[src/rtl/ring_shift_controller.sv]
// Ring shift controller: loads a 6-bit pattern on start and rotates it a
// programmed number of single-bit steps, with pause, busy and a done pulse.
// Optional feature macro: RING_ROTATE_RIGHT_EN adds a 'dir' input, captured
// on the start-accept edge, that selects right rotation when high.
module ring_shift_controller (
    input  logic       clk,
    input  logic       reset,
    input  logic       start,
    input  logic [5:0] load_val,
    input  logic [2:0] steps,
    input  logic       pause,
`ifdef RING_ROTATE_RIGHT_EN
    input  logic       dir,
`endif
    output logic [5:0] q,
    output logic       busy,
    output logic       done
);

    typedef enum logic [1:0] {
        StIdle,
        StShift,
        StDone
    } state_e;

    state_e     state_q, state_d;
    logic [5:0] ring_q, ring_d;
    logic [2:0] cnt_q, cnt_d;
    logic [5:0] ring_rot;

`ifdef RING_ROTATE_RIGHT_EN
    logic dir_q, dir_d;

    // Direction is latched at start so later changes cannot disturb a rotation.
    always_comb begin
        ring_rot = dir_q ? {ring_q[0], ring_q[5:1]} : {ring_q[4:0], ring_q[5]};
    end
`else
    // Left rotation only: bit 5 wraps around into bit 0.
    always_comb begin
        ring_rot = {ring_q[4:0], ring_q[5]};
    end
`endif

    // Next-state logic: capture on start in idle, rotate while shifting unpaused.
    always_comb begin
        state_d = state_q;
        ring_d  = ring_q;
        cnt_d   = cnt_q;
`ifdef RING_ROTATE_RIGHT_EN
        dir_d   = dir_q;
`endif
        unique case (state_q)
            StIdle: begin
                if (start) begin
                    ring_d  = load_val;
                    cnt_d   = steps;
`ifdef RING_ROTATE_RIGHT_EN
                    dir_d   = dir;
`endif
                    state_d = (steps != 3'd0) ? StShift : StDone;
                end
            end
            StShift: begin
                if (!pause) begin
                    ring_d = ring_rot;
                    cnt_d  = cnt_q - 3'd1;
                    // Last rotation happens on this edge.
                    if (cnt_q == 3'd1) begin
                        state_d = StDone;
                    end
                end
            end
            StDone: begin
                state_d = StIdle;
            end
            default: begin
                state_d = StIdle;
            end
        endcase
    end

    // State registers with synchronous active-high reset.
    always_ff @(posedge clk) begin
        if (reset) begin
            state_q <= StIdle;
            ring_q  <= 6'b000000;
            cnt_q   <= 3'd0;
`ifdef RING_ROTATE_RIGHT_EN
            dir_q   <= 1'b0;
`endif
        end else begin
            state_q <= state_d;
            ring_q  <= ring_d;
            cnt_q   <= cnt_d;
`ifdef RING_ROTATE_RIGHT_EN
            dir_q   <= dir_d;
`endif
        end
    end

    // Outputs decoded straight from registered state.
    always_comb begin
        q    = ring_q;
        busy = (state_q == StShift);
        done = (state_q == StDone);
    end

endmodule

[config.mk]
export PLATFORM = sky130hd
export DESIGN_NAME = ring_shift_controller
export DESIGN_NICKNAME = d
export VERILOG_FILES = /design/src/rtl/ring_shift_controller.sv
export SDC_FILE = /design/constraint.sdc
export NUM_CORES = 1
export LEC_CHECK = 0
export CORE_MARGIN = 2
export CORE_UTILIZATION = 40
export CTS_CLUSTER_SIZE = 10
export DETAILED_ROUTE_END_ITERATION = 6
export HOLD_SLACK_MARGIN = 0.08
export PLACE_DENSITY = 0.71
export SYNTH_ARGS = -nofsm -noshare
export SYNTH_HDL_FRONTEND = slang
export SYNTH_SLANG_ARGS = --single-unit
[constraint.sdc]
create_clock -name clk -period 3.2 [get_ports clk]
set_clock_uncertainty 0.2 [all_clocks]
set_input_delay 0.32 -clock clk [delete_from_list [all_inputs] [get_ports clk]]
set_output_delay 0.32 -clock clk [all_outputs]
set_load 0.05 [all_outputs]
==> results of run 1 <==
[registers in the layout, summed over array words and instances, names as in the netlist]
register  count
state_q       2
q             6
cnt_q         3
[cells in the mapped netlist (2+ instances only)]
library cell / instances
nand2_1: 13
a21oi_1: 3
nand2b_1: 3
inv_1: 2
nor3_1: 2
o21ai_1: 3
nor2_1: 7
ha_1: 2
dfxtp_1: 11
nand2b_2: 2
a311oi_1: 5
[metrics by stage]
stage	cells	utilization (%)	hold WS [ns]	cell area [um2]
after floorplan	68	-	0.246	577
after global placement	100	58.7	0.258	773
after detailed placement	100	58.7	0.270	773
after CTS	104	60.7	0.281	800
after global routing	104	60.7	0.316	800
final	104	60.7	0.271	800
[layout make-up]
cell class,instances,area (um2),area share [%]
sequential,11,220,27.5
inverter,3,11.3,1.41
tap,15,18.8,2.35
multi-input combinational,51,323,40.4
clock buffer,4,26.3,3.29
timing repair buffer,20,200,25.0
[power by group]
part           leakage [nW]  internal [mW]  total [mW]  switching (mW)
combinational         0.194         0.0565       0.139          0.0820
clock                0.0150         0.0481      0.0944          0.0462
sequential           0.0911          0.153       0.166          0.0136
[worst min-delay path: stages (launching register included)]
cell and delay [ns]:
dfxtp_1 0.31, nand2b_1 0.06, a21oi_1 0.05
[final timing paths]
kind | end | slack [ns] | cells past startpoint
setup / recovery | busy | 0.74 | 3
hold / removal | cnt_q[1] | 0.27 | 2
setup reg to reg | cnt_q[2] | 1.55 | 4
hold reg to reg | cnt_q[1] | 0.27 | 2
[routing by layer]
metal | up-vias | part of all wire [%] | global-route usage, %
li1 | 278 | - | -
met1 | 249 | 47 | 18.6
met2 | 27 | 46 | 25.3
met3 | 0 | 6.1 | 4.31
met4 | 0 | 0 | 7.74
met5 | - | 0 | 0
[kinds of logic (layout without fill, tap and decap cells)]
logic type | count (synthesis) | after routing | share of synthesized area [%]
and+or+nand+nor | 31 | 31 | 26.7
buffers and inverters | 6 | 27 | 5.86
adders and majority gates | 2 | 2 | 4.34
DFF | 11 | 11 | 38.2
AOI/OAI and AO/OA | 18 | 18 | 24.9
==> reports/metrics.cfg, run 1 <==
[floorplan]
core_region_area_mm2 = 0.00132
die_y_um = 42.0
dieWidth_um = 42.0
io_pins = 21
die_area_mm2 = 0.00176
row_count = 13
initial_core_util_pct = 43.8

[detailed_routing]
wl_per_cell_um = 12.5
drtPass1Iterations = 4
ant_nets = 0
drt_iter0_markers = 15
vias = 554
drc_errors = 0
viasPerCell = 5.33
drt_wl_total_mm = 1.30

[clocking]
clk_pin_slew_ns = 0.07
cts_setup_buffers = 0
ctsHtreeMaxLevel = 1
clock_path_buffers = 2
clock_latency_ns = 0.26
cts_hold_buf = 0
root_buffer = clkbuf_4
cts.sinks = 11
cts_tree = done
cts_made_buffers = 3
cts_resized = 0

[yosys]
syn_area_um2 = 577
syn_inst = 68
syn_area_per_cell_um2 = 8.48
yosysTopAreaCell = dfxtp_1
synth.top_cell.area_share_pct = 38.2
synth-seq-cells = 11
async_flop_share_pct = 0
ys_warn_count = 0
synth.distinct_cells = 26
ys.flop_type = dfxtp_1
ys_seq_area_share_pct = 38.2
synthTopCellsByArea = dfxtp_1, nand2_1, a311oi_1
synth_edf_count = 0
synth_nets = 83

[setup_path]
crit_type = flip-flop to output pin
cp_slowest_stage_delay_ns = 0.84
critical_path.cell_chain = nand2b_2, inv_2, clkdlybuf4s50_1
r2r-start = state_q[0]
cp_top_family = buffers and inverters
cp_max_fo = 12
crit_start = state_q[0]
worst_path_max_delay_cell = clkdlybuf4s50_1
cp.required_ns = 2.68
cp.buffers_inverters = 2
cp-start-kind = flip-flop
end_kind = output pin
worstPathArrival_ns = 1.94

[sta]
hold_viol = 0
worstMarginPinSlew_ns = 0.501
setup_ws_ns = 0.744
finalMaxSlewViolations = 0
min_period_over_period_pct = 76.7
fin_tns_setup_ns = 0
rsz0062_at_grt = no
finalSetupViolCount = 0
max_freq_mhz = 407
post-route-min-period_ns = 2.46
slew-limit-headroom_pct = 66.5

[place]
io_buffers = 20
pre_cts_ws_ns = 1.01
dp_hpwl_um = 952
globalplace.congestion = 0.700

[layout]
layout_commonest_cell = clkdlybuf4s50_1
mostFrequentLayoutCells = clkdlybuf4s50_1, nand2_1, dfxtp_1
fill_cells = 128
syn_to_final_growth_pct = 38.6
num-nets-final = 105
drive_gt1_share_pct = 10.1
diodes = 0

[global_routing]
grt_max_degree = 19
grt-ovfl-total = 0
grt_antenna_before_repair = 0
grt_pass1_wl_mm = 2.15
grt_pass1_vias = 531
grtUsageTotal_pct = 15.5

[worst_hold_path]
hold_class = flip-flop to flip-flop
hold_path_startpoint = cnt_q[1]

[pwr]
p_per_area_mw_per_mm2 = 499
p_leak_nw = 0.300
ir_drop_v = 0.000290
p_total_uw = 399

[status]
status = finished, final reports clean

[job]
cap_viol_max_count = 0

(Power assumes the default switching activity.)
==> run 2, diff against run 1 <==
- clock period: 3.2 -> 2.35 ns (I/O delays scaled with it)
==> run 2 against run 1 <==
  * Utilization decreased by 0.19 points
  * Non-clock buffer count did not move
  * Worst hold slack lost 0.0013 ns
  * Critical path depth is 1 lower
  * Power rose by 35%
  * Sequential cell count did not move
  * Final cell count unchanged
  * Global-route usage decreased by 0.88 points
  * Register-to-register slack got worse by 0.83 ns
  * Via count decreased by 1.3%
  * Critical path type unchanged
  * Largest power group unchanged
==> reports/metrics.cfg, run 2 (synthesis gave the netlist of run 1 again) <==
[status]
status = finished, final reports clean

[floorplan]
die_area_mm2 = 0.00176
io_pins = 21
core_region_area_mm2 = 0.00132
dieWidth_um = 42.0
initial_core_util_pct = 43.8
row_count = 13
die_y_um = 42.0

[setup_path]
cp_max_fo = 5
worst_path_max_delay_cell = clkdlybuf4s50_1
cp_top_family = buffers and inverters
critical_path.cell_chain = nor2b_1, clkdlybuf4s50_1
cp.required_ns = 1.91
cp.buffers_inverters = 1
cp_slowest_stage_delay_ns = 0.81
crit_type = flip-flop to output pin
end_kind = output pin
worstPathArrival_ns = 1.65
cp-start-kind = flip-flop

[global_routing]
grtUsageTotal_pct = 14.6
grt_pass1_vias = 485
grt_antenna_before_repair = 0
grt_max_degree = 19
grt_pass1_wl_mm = 2.01
grt-ovfl-total = 0

[detailed_routing]
viasPerCell = 5.26
wl_per_cell_um = 11.4
vias = 547
drtPass1Iterations = 4
drt_iter0_markers = 12
ant_nets = 0
drt_wl_total_mm = 1.19
drc_errors = 0

[sta]
slew-limit-headroom_pct = 66.3
min_period_over_period_pct = 88.6
post-route-min-period_ns = 2.08
max_freq_mhz = 480
rsz0062_at_grt = no
finalMaxSlewViolations = 0
fin_tns_setup_ns = 0
finalSetupViolCount = 0
worstMarginPinSlew_ns = 0.504
hold_viol = 0

[job]
cap_viol_max_count = 0

[pwr]
p_per_area_mw_per_mm2 = 677
swShare_pct = 35.2
p_int_uw = 350
clkPwrFrac_pct = 23.6
comb_power_share_pct = 34.5
ir_drop_v = 0.000386
pwr-share-seq_pct = 41.9
p_leak_nw = 0.301
p_switching_uw = 190

[layout]
layout.cells.non_filler = 104
num-nets-final = 105
mostFrequentLayoutCells = clkdlybuf4s50_1, nand2_1, dfxtp_1
diodes = 0
syn_to_final_growth_pct = 38.2
layout_commonest_cell = clkdlybuf4s50_1
largest_reg_flops = 6
drive_gt1_share_pct = 11.2

[place]
dp_cells = 100
globalplace.congestion = 0.675
io_buffers = 20

[clocking]
root_buffer = clkbuf_4
cts.sinks = 11
cts_resized = 0
clock_path_buffers = 2
cts_made_buffers = 3
cts_hold_buf = 0
cts_tree = done
cts_setup_buffers = 0
clock_latency_ns = 0.27
ctsHtreeMaxLevel = 1
clk_pin_slew_ns = 0.07

[worst_hold_path]
hold_class = flip-flop to flip-flop

## run 2: changes by cell type in the layout (fill, tap and decap cells not counted), sizes merged
cell and delta:
clkdlybuf4s50 -1, buf +1
## run 2: metal layers
metal  global-route usage, %  routed length, um  vias to the layer above
met5                       0                  0                        -
met4                    7.74                  0                        0
met3                    3.45                 94                        0
met2                    21.9                519                       21
met1                    19.4                573                      245
li1                        -                  -                      281
## run 2: worst register-to-register path, stage by stage, from the launching register on
cell and delay, ns:
dfxtp_1 0.46, nand2b_2 0.12, a21oi_4 0.40, a21oi_1 0.12, a211oi_1 0.25
## run 2: stage by stage
stage	area (um2)	setup WS [ns]	hold WS [ns]	util, %	total power, mW
after floorplan	577	0.782	0.173	-	0.359
after global placement	771	0.505	0.262	58.5	0.416
after detailed placement	771	0.430	0.258	58.5	0.417
after CTS	797	0.263	0.271	60.5	0.544
after global routing	797	0.210	0.301	60.5	0.564
final	797	0.269	0.270	60.5	0.539
## run 2: power groups by stage
stage / Clock [mW] / Sequential (mW) / Combinational (mW)
4_1_cts: 0.130 / 0.226 / 0.188
3_3_place_gp: 0 / 0.230 / 0.185
2_1_floorplan: 0 / 0.270 / 0.0891
3_5_place_dp: 0 / 0.230 / 0.187
5_1_grt: 0.135 / 0.229 / 0.200
6_report: 0.127 / 0.226 / 0.186
## run 2: cell type report
type,count,area [um2]
multi-input combinational,51,323
tap,15,18.8
clock buffer,4,26.3
inverter,3,11.3
timing repair buffer,20,198
sequential,11,220
fill,128,520
## run 2: worst paths after layout
path / from / endpoint / slack [ns] / depth (start not counted)
min: cnt_q[1] / cnt_q[1] / 0.27 / 2
max reg2reg: state_q[0] / cnt_q[2] / 0.72 / 4
min reg2reg: cnt_q[1] / cnt_q[1] / 0.27 / 2
max: state_q[1] / done / 0.27 / 2
==> run 3, diff against run 2 <==
- SETUP_SLACK_MARGIN: not set -> 0.1
==> results of run 3 <==
The final DEF is identical to that of run 2; final timing and power are the same.
